`config.mk`:
```
export PLATFORM = sky130hd
export DESIGN_NAME = pipeline_hazard_ctrl
export DESIGN_NICKNAME = d
export VERILOG_FILES = /design/src/rtl/pipeline_hazard_ctrl.sv
export SDC_FILE = /design/constraint.sdc
export NUM_CORES = 1
export LEC_CHECK = 0
export ABC_AREA = 1
export CAP_MARGIN = 20
export CORE_MARGIN = 1
export CORE_UTILIZATION = 60
export CTS_CLUSTER_SIZE = 25
export DETAILED_ROUTE_END_ITERATION = 6
export DONT_BUFFER_PORTS = 1
export PLACE_DENSITY = 0.76
export SLEW_MARGIN = 20
export SYNTH_ARGS = -nofsm -noshare
export SYNTH_HDL_FRONTEND = slang
export SYNTH_SLANG_ARGS = --single-unit
```
`constraint.sdc`:
```
create_clock -name clk -period 2.2 [get_ports clk]
set_input_delay 0.44 -clock clk [delete_from_list [all_inputs] [get_ports clk]]
set_output_delay 0.44 -clock clk [all_outputs]
set_load 0.01 [all_outputs]
```
`src/rtl/pipeline_hazard_ctrl.sv`:
```
// pipeline_hazard_ctrl
// Central hazard/stall controller for the 5-stage RV32I pipeline. It drives the
// load/flush enables of the PC and the four pipeline registers and resolves
// three hazard classes in priority order:
//   1. memory-response stall (fetch or data access still outstanding)
//   2. EX-stage redirect (taken branch/jump) -> flush IF/ID and ID/EX
//   3. load-use dependency -> hold PC and IF/ID and insert one bubble in ID/EX
// One-cycle memory responses that arrive while the pipeline is frozen are
// latched in done flags. The flags gate the request to memory so a finished
// access is never reissued.
//
// Ports:
//   clk, rst                  clock, asynchronous active-low reset
//   id_rs1_addr/id_rs2_addr   source registers of the ID instruction
//   id_uses_rs1/id_uses_rs2   ID instruction actually reads rs1/rs2
//   ex_rd, ex_mem_read        destination and load flag of the EX instruction
//   ex_redirect               EX resolved a taken branch/jump
//   imem_read, imem_resp      fetch request / one-cycle fetch response
//   dmem_req, dmem_resp       data request / one-cycle data response
//   load_*                    register load enables (PC, IF/ID, ID/EX, EX/MEM, MEM/WB)
//   flush_if_id, flush_id_ex  register flushes (flush overrides load)
//   imem_gate, dmem_gate      0 masks the request once its response is latched
//   stall_cycles, bubble_count, flush_count   saturating performance counters
//   mem_timeout               sticky watchdog error for a memory stall that never ends
module pipeline_hazard_ctrl #(
    parameter int CNT_W   = 32,
    parameter int TIMEOUT = 1024
) (
    input  logic             clk,
    input  logic             rst,
    input  logic [4:0]       id_rs1_addr,
    input  logic [4:0]       id_rs2_addr,
    input  logic             id_uses_rs1,
    input  logic             id_uses_rs2,
    input  logic [4:0]       ex_rd,
    input  logic             ex_mem_read,
    input  logic             ex_redirect,
    input  logic             imem_read,
    input  logic             imem_resp,
    input  logic             dmem_req,
    input  logic             dmem_resp,
    output logic             load_pc,
    output logic             load_if_id,
    output logic             load_id_ex,
    output logic             load_ex_mem,
    output logic             load_mem_wb,
    output logic             flush_if_id,
    output logic             flush_id_ex,
    output logic             imem_gate,
    output logic             dmem_gate,
    output logic [CNT_W-1:0] stall_cycles,
    output logic [CNT_W-1:0] bubble_count,
    output logic [CNT_W-1:0] flush_count,
    output logic             mem_timeout
);

    localparam int WD_W = (TIMEOUT > 1) ? $clog2(TIMEOUT) : 1;
    localparam logic [WD_W-1:0]  WD_LAST = WD_W'((TIMEOUT > 0) ? (TIMEOUT - 1) : 0);
    localparam logic [CNT_W-1:0] CNT_MAX = {CNT_W{1'b1}};

    typedef enum logic [1:0] {
        ST_RUN      = 2'd0,
        ST_MEM_WAIT = 2'd1,
        ST_BUBBLE   = 2'd2
    } state_t;

    state_t            r_state;
    state_t            w_next_state;
    logic              r_imem_done;
    logic              r_dmem_done;
    logic [WD_W-1:0]   r_wd;
    logic [WD_W-1:0]   w_wd_cur;
    logic [CNT_W-1:0]  r_stall_cycles;
    logic [CNT_W-1:0]  r_bubble_count;
    logic [CNT_W-1:0]  r_flush_count;
    logic              r_mem_timeout;

    logic              w_mem_stall;
    logic              w_advance;
    logic              w_load_use;
    logic              w_redirect_take;
    logic              w_bubble_take;

    // A latched response counts as complete, so only unanswered requests stall.
    assign w_mem_stall = (imem_read & ~imem_resp & ~r_imem_done)
                       | (dmem_req  & ~dmem_resp & ~r_dmem_done);
    assign w_advance   = ~w_mem_stall;

    assign w_load_use  = ex_mem_read & (ex_rd != 5'd0)
                       & ((id_uses_rs1 & (ex_rd == id_rs1_addr))
                        | (id_uses_rs2 & (ex_rd == id_rs2_addr)));

    // A redirect makes the ID instruction wrong-path, so it masks load-use.
    assign w_redirect_take = w_advance & ex_redirect;
    assign w_bubble_take   = w_advance & ~ex_redirect & w_load_use;

    assign imem_gate    = ~r_imem_done;
    assign dmem_gate    = ~r_dmem_done;
    assign stall_cycles = r_stall_cycles;
    assign bubble_count = r_bubble_count;
    assign flush_count  = r_flush_count;
    assign mem_timeout  = r_mem_timeout;

    // FSM state register.
    always_ff @(posedge clk or negedge rst) begin
        if (!rst) begin
            r_state <= ST_RUN;
        end else begin
            r_state <= w_next_state;
        end
    end

    // FSM next-state logic.
    always_comb begin
        w_next_state = ST_RUN;
        if (w_mem_stall) begin
            w_next_state = ST_MEM_WAIT;
        end else if (w_load_use && !ex_redirect) begin
            w_next_state = ST_BUBBLE;
        end else begin
            w_next_state = ST_RUN;
        end
    end

    // FSM outputs: load/flush enables in hazard priority order; held at pass-through during reset.
    always_comb begin
        load_pc     = 1'b1;
        load_if_id  = 1'b1;
        load_id_ex  = 1'b1;
        load_ex_mem = 1'b1;
        load_mem_wb = 1'b1;
        flush_if_id = 1'b0;
        flush_id_ex = 1'b0;
        if (!rst) begin
            load_pc = 1'b1;
        end else if (w_mem_stall) begin
            load_pc     = 1'b0;
            load_if_id  = 1'b0;
            load_id_ex  = 1'b0;
            load_ex_mem = 1'b0;
            load_mem_wb = 1'b0;
        end else if (ex_redirect) begin
            flush_if_id = 1'b1;
            flush_id_ex = 1'b1;
        end else if (w_load_use) begin
            load_pc     = 1'b0;
            load_if_id  = 1'b0;
            flush_id_ex = 1'b1;
        end else begin
            flush_id_ex = 1'b0;
        end
    end

    // Response latches: set on a response while frozen, cleared whenever the pipeline advances.
    always_ff @(posedge clk or negedge rst) begin
        if (!rst) begin
            r_imem_done <= 1'b0;
            r_dmem_done <= 1'b0;
        end else if (w_advance) begin
            r_imem_done <= 1'b0;
            r_dmem_done <= 1'b0;
        end else begin
            r_imem_done <= r_imem_done | imem_resp;
            r_dmem_done <= r_dmem_done | dmem_resp;
        end
    end

    // Watchdog count of the current stall run; restarts whenever the FSM was not waiting.
    always_comb begin
        if (r_state == ST_MEM_WAIT) begin
            w_wd_cur = r_wd;
        end else begin
            w_wd_cur = {WD_W{1'b0}};
        end
    end

    // Watchdog counter and sticky timeout flag.
    always_ff @(posedge clk or negedge rst) begin
        if (!rst) begin
            r_wd          <= {WD_W{1'b0}};
            r_mem_timeout <= 1'b0;
        end else begin
            if (w_mem_stall && (w_wd_cur != WD_LAST)) begin
                r_wd <= w_wd_cur + WD_W'(1);
            end else if (w_mem_stall) begin
                r_wd <= w_wd_cur;
            end else begin
                r_wd <= {WD_W{1'b0}};
            end
            if ((TIMEOUT != 0) && w_mem_stall && (w_wd_cur == WD_LAST)) begin
                r_mem_timeout <= 1'b1;
            end else begin
                r_mem_timeout <= r_mem_timeout;
            end
        end
    end

    // Saturating performance counters.
    always_ff @(posedge clk or negedge rst) begin
        if (!rst) begin
            r_stall_cycles <= {CNT_W{1'b0}};
            r_bubble_count <= {CNT_W{1'b0}};
            r_flush_count  <= {CNT_W{1'b0}};
        end else begin
            if (w_mem_stall && (r_stall_cycles != CNT_MAX)) begin
                r_stall_cycles <= r_stall_cycles + CNT_W'(1);
            end else begin
                r_stall_cycles <= r_stall_cycles;
            end
            if (w_bubble_take && (r_bubble_count != CNT_MAX)) begin
                r_bubble_count <= r_bubble_count + CNT_W'(1);
            end else begin
                r_bubble_count <= r_bubble_count;
            end
            if (w_redirect_take && (r_flush_count != CNT_MAX)) begin
                r_flush_count <= r_flush_count + CNT_W'(1);
            end else begin
                r_flush_count <= r_flush_count;
            end
        end
    end

endmodule

```
Word level (Yosys, flattened, before mapping)
Cells that the tools add are included.
- memories: 0
- RAM bits: 0
- output and inout port bits: 106
- flip-flop bits (word level): 111
- bits in read-only memories: 0
- bits in latches: 0
- word-level logic and storage cells: 69
- mux-type cells: 20
- magnitude comparators: 0
- divide/modulo/power cells: 0
- multiply operators: 0
- bitwise operators: 21
- add/sub/neg operators: 4
- reduce and logical (&&, ||, !) cells: 8
- shift-type cells: 0
- eq/ne operators: 8
- operators with widths (kind ; number):
    32-bit by 1-bit adder with 32-bit output (second input constant) ; 3
    32-bit != test (second input constant) ; 3
    10-bit two-way mux ; 3
    1-bit two-way mux ; 15
    1-bit AND ; 11
    10-bit by 1-bit adder with 10-bit output (second input constant) ; 1
    10-bit equality test (second input constant) ; 1
    5-bit equality test ; 2
    10-bit != test (second input constant) ; 1
    1-bit logical AND ; 6
    1-bit NOT ; 6
    5-bit nonzero test ; 1
    2-bit two-way mux ; 2
    1-bit bitwise OR ; 4
    2-bit by 1-bit equality test with 1-bit output (second input constant) ; 1
    1-bit logical NOT ; 1

Longest topological paths before layout
- depth in word-level cells: 8
- gate-level depth with buffers: 12
- depth with buffers taken out: 12

Worst setup path before layout
No wires, ideal clock.
- path type: register to register
- from: reg r_stall_cycles[0], in the netlist stall_cycles[0]
- to: reg r_stall_cycles[8], in the netlist stall_cycles[8]
- slack: 0.437 ns
- stages on the path, launching flop included: 12
- period minus slack after synthesis: 1.763 ns
- arrival: 1.642 ns
- required time: 2.080 ns
- setup time: 0.120 ns
- cells stage by stage: dfrtp_1 -> ha_1 -> nand3_1 -> inv_1 -> nand2_1 -> nor2_2 -> nand2_1 -> nand2_2 -> inv_2 -> buf_2 -> nand3b_1 -> nand2_1
- longest elaborated chain between the ends: 2
- elaborated cells on any way between the ends: 3
- those cells by class: 1 x add/sub; 1 x eq/ne; 1 x reduce/logical
- ends and longest elaborated chain (item ; RTL line ; RTL):
    from (decl) ; 73 ; logic [CNT_W-1:0] r_stall_cycles;
    from (signal assigned) ; 201 ; r_stall_cycles <= {CNT_W{1'b0}};
    from (signal assigned) ; 206 ; r_stall_cycles <= r_stall_cycles + CNT_W'(1);
    from (signal assigned) ; 208 ; r_stall_cycles <= r_stall_cycles;
    branches (longest 2 deep; another with 32-bit by 1-bit adder with 32-bit output) ; - ;
Parallel ways; which one is timed is not known.
A chain may end at the register's enable or synchronous reset.

Worst setup path in the final report
- from: reg r_imem_done
- to: out load_pc
- longest elaborated chain between the ends: 5
- ends and longest elaborated chain (item ; RTL line ; RTL):
    from (decl) ; 69 ; logic r_imem_done;
    from (signal assigned) ; 163 ; r_imem_done <= r_imem_done | imem_resp;
    1-bit NOT ; - ;
    named net imem_gate ; 49 ; output logic imem_gate,
    1-bit AND ; 85 ; assign w_mem_stall = (imem_read & ~imem_resp & ~r_imem_done)
    1-bit bitwise OR ; 86 ; | (dmem_req & ~dmem_resp & ~r_dmem_done);
    named net w_mem_stall ; 78 ; logic w_mem_stall;
    1-bit two-way mux (2 in series) ; - ;
    to (decl) ; 42 ; output logic load_pc,
The timed path passes the listed nets, and every way through them passes these cells.

==> results.json <==
{
  "synthCells": 1118,
  "rsz0062_at_grt": "no",
  "cts-root-buf": "clkbuf_16",
  "final_cell_mix": "513 x nand2_1, 135 x nor2_1, 110 x dfrtp_1, 96 x inv_1, 43 x nand3_1",
  "grt_antenna_before_repair": 0,
  "final_cells": 1293,
  "regToRegStartpoint": "flush_count[1]",
  "fmax_mhz": 480,
  "floorplan.initialDensity": 0.614,
  "firstDrtPassIters": 5,
  "dp_hpwl_mm": 13.9,
  "post_dp_cell_area_um2": 7650,
  "fin_crit_sh": 0.947,
  "die-area_um2": 12700,
  "drc": 0,
  "clock_skew_ps": 6.09,
  "worst_slew_margin_rel": 0.594,
  "violations": "negative hold slack",
  "crit_buf_inv": 3,
  "top_level_ports": 131,
  "setup_viol": 0,
  "die_w_um": 113,
  "cp.required_ps": 1760,
  "drt_wl_total_mm": 18.2,
  "num_vias": 6926,
  "overflow": 0,
  "cp-startpoint": "r_imem_done",
  "p_seq_frac": 0.519,
  "start_kind": "register",
  "cellPowerDensity_nw_per_um2": 609,
  "critPathKind": "register to output port",
  "vdd_drop_max_v": 0.000333,
  "clock-sinks": 111,
  "grt_pass1_wl_mm": 30.4,
  "crit_chain": "inv_2, nand3_1, nand2_2, buf_4, inv_1, o21ai_1, nand2_2",
  "setup_ws_ps": 118,
  "hold_violations": 111,
  "diodes": 0,
  "ys_types": 28,
  "numCtsBuffers": 9,
  "hold_ws_ps": -232,
  "ys_warn_count": 0,
  "grt_use_total": 0.303,
  "slowest_delay_ps": 380,
  "drive_gt1_frac": 0.0759,
  "wl_per_cell_um": 14.1,
  "clock_latency_ps": 360,
  "clkPwrFrac": 0.322,
  "crit_top_cell": "nand2_2",
  "layout_commonest_cell": "nand2_1",
  "design.core.area_um2": 12000,
  "clk_pin_slew_ps": 70,
  "power_frac_comb": 0.159,
  "synth_area_um2": 7350,
  "fin_tns_setup_ps": 0,
  "grt_pass1_vias": 6461,
  "cellLeakagePower_nw": 3.76,
  "netSwitchingFraction": 0.326,
  "topRoutingLayerUsed": "met4",
  "wl_met1_mm": 8.32,
  "syn_nets": 1147,
  "cts-htree-levels": 3,
  "route.met3.wl_mm": 1.30,
  "synth_seq_area_share": 0.378,
  "fin_crit_ps": 2080,
  "place_inst": 1277,
  "finalMaxSlewViolations": 0,
  "vias_per_cell": 5.36,
  "pre_cts_slack_ps": 152,
  "gp_congestion": 0.972,
  "cts_tree": "built",
  "path_delay_family": "simple AND/OR/NAND/NOR gates",
  "areaGrowthSynthToFinish_pct": 8.04,
  "crit_arrival_ps": 1640,
  "status": "finished, violations left",
  "row_count": 40,
  "cts_max_path_buffers": 2,
  "drtIter0Drc": 531,
  "syn-mean-instance-area_um2": 6.57,
  "port_buffers": 0,
  "final_area_um2": 7940,
  "ant_nets": 0,
  "drv_cap": 0,
  "p_sw_w": 0.00157,
  "tightest_slew_ps": 609,
  "finalNetCount": 1170,
  "intPower_w": 0.00326,
  "worstHoldPathType": "input pin to asynchronous set/reset pin",
  "die_y_um": 113,
  "ys_ff_latch": 111,
  "wl_met2_mm": 8.21,
  "crit_fanout": 9,
  "cp-end-kind": "output port",
  "grt_max_degree": 115,
  "slowest_stage": "dfrtp_1"
}
==> timing repair <==
| action | 4_1_cts | 5_1_grt |
|---|---|---|
| buffers inserted | 0 | 0 |
| resized for setup | 0 | 7 |
| endpoints found under the hold margin | 111 | 111 |
| setup endpoints to repair | 0 | 27 |
==> metal layers <==
metal  up-vias  GRT usage
met3        35     0.0697
li1       3506          -
met1      3143      0.412
met5         -          0
met2       242      0.479
met4         0     0.0951
==> Yosys cell counts <==
cell type / instances / area, µm²
nand3b_1: 21 / 158
inv_1: 96 / 360
nand3_1: 43 / 215
xnor2_1: 14 / 123
buf_2: 8 / 40.0
nand2_1: 514 / 1930
xor2_1: 40 / 350
o21ai_1: 8 / 40.0
o21ai_2: 7 / 61.3
nand4_1: 17 / 106
nand2_4: 1 / 11.3
nand4_2: 1 / 12.5
nand2_2: 7 / 43.8
buf_6: 7 / 78.8
inv_4: 1 / 6.26
a21oi_1: 3 / 15.0
o21ai_0: 22 / 110
nor2_1: 135 / 507
nand3_2: 1 / 10.0
nor3_4: 1 / 16.3
inv_2: 7 / 26.3
nor3_2: 4 / 40.0
nor2_4: 2 / 22.5
ha_1: 4 / 50.1
nor2_2: 4 / 25.0
buf_4: 6 / 45.0
dfrtp_1: 111 / 2780
nor3_1: 33 / 165
==> kinds of logic (layout without fill, tap and decap cells) <==
logic type | after synthesis | after routing | share of synthesized area
xor+xnor | 54 | 54 | 0.0644
simple gates | 784 | 784 | 0.444
compound gates | 40 | 40 | 0.0308
flops | 111 | 111 | 0.378
buf+inv | 125 | 153 | 0.0758
fa+ha+maj | 4 | 4 | 0.00681
==> path summary, 6_finish.rpt <==
path,to,depth (start not counted),slack (ps)
min in group clk,r_imem_done,2,230
min reg2reg,mem_timeout,2,530
max reg2reg,flush_count[25],10,190
max in group asynchronous,flush_count[9],0,2290
min,flush_count[26],0,-230
max,load_pc,7,120
==> area by class of cell <==
type                       instances  area, µm²
sequential                       111       2780
timing repair buffer              33        289
clock buffer                      10        229
multi-input combinational        882       4020
clock inverter                     6       43.8
fill                            1110       4030
inverter                         104        395
tap                              147        184
==> power groups by stage <==
stage	clock network [W]	logic, W	registers, W
finish	0.00156	0.000767	0.00251
global route	0.00165	0.000884	0.00254
CTS	0.00159	0.000767	0.00251
detailed placement	0	0.000765	0.00254
global placement	0	0.000741	0.00254
floorplan	0	0.000577	0.00251
==> sequential cells by signal, summed over array words and instances, names as in the netlist <==
name,cells
r_imem_done,1
stall_cycles,32
r_wd,10
mem_timeout,1
r_dmem_done,1
bubble_count,32
flush_count,32
r_state,2
==> stage by stage <==
| step | hold slack [ps] | util | power (W) |
|---|---|---|---|
| finish | -232 | 0.663 | 0.00483 |
| global route | -247 | 0.663 | 0.00508 |
| CTS | -243 | 0.662 | 0.00486 |
| detailed placement | 146 | 0.640 | 0.00331 |
| global placement | 147 | 0.640 | 0.00328 |
| floorplan | 144 | - | 0.00308 |
Note: power is estimated with default switching activity, not from simulation.
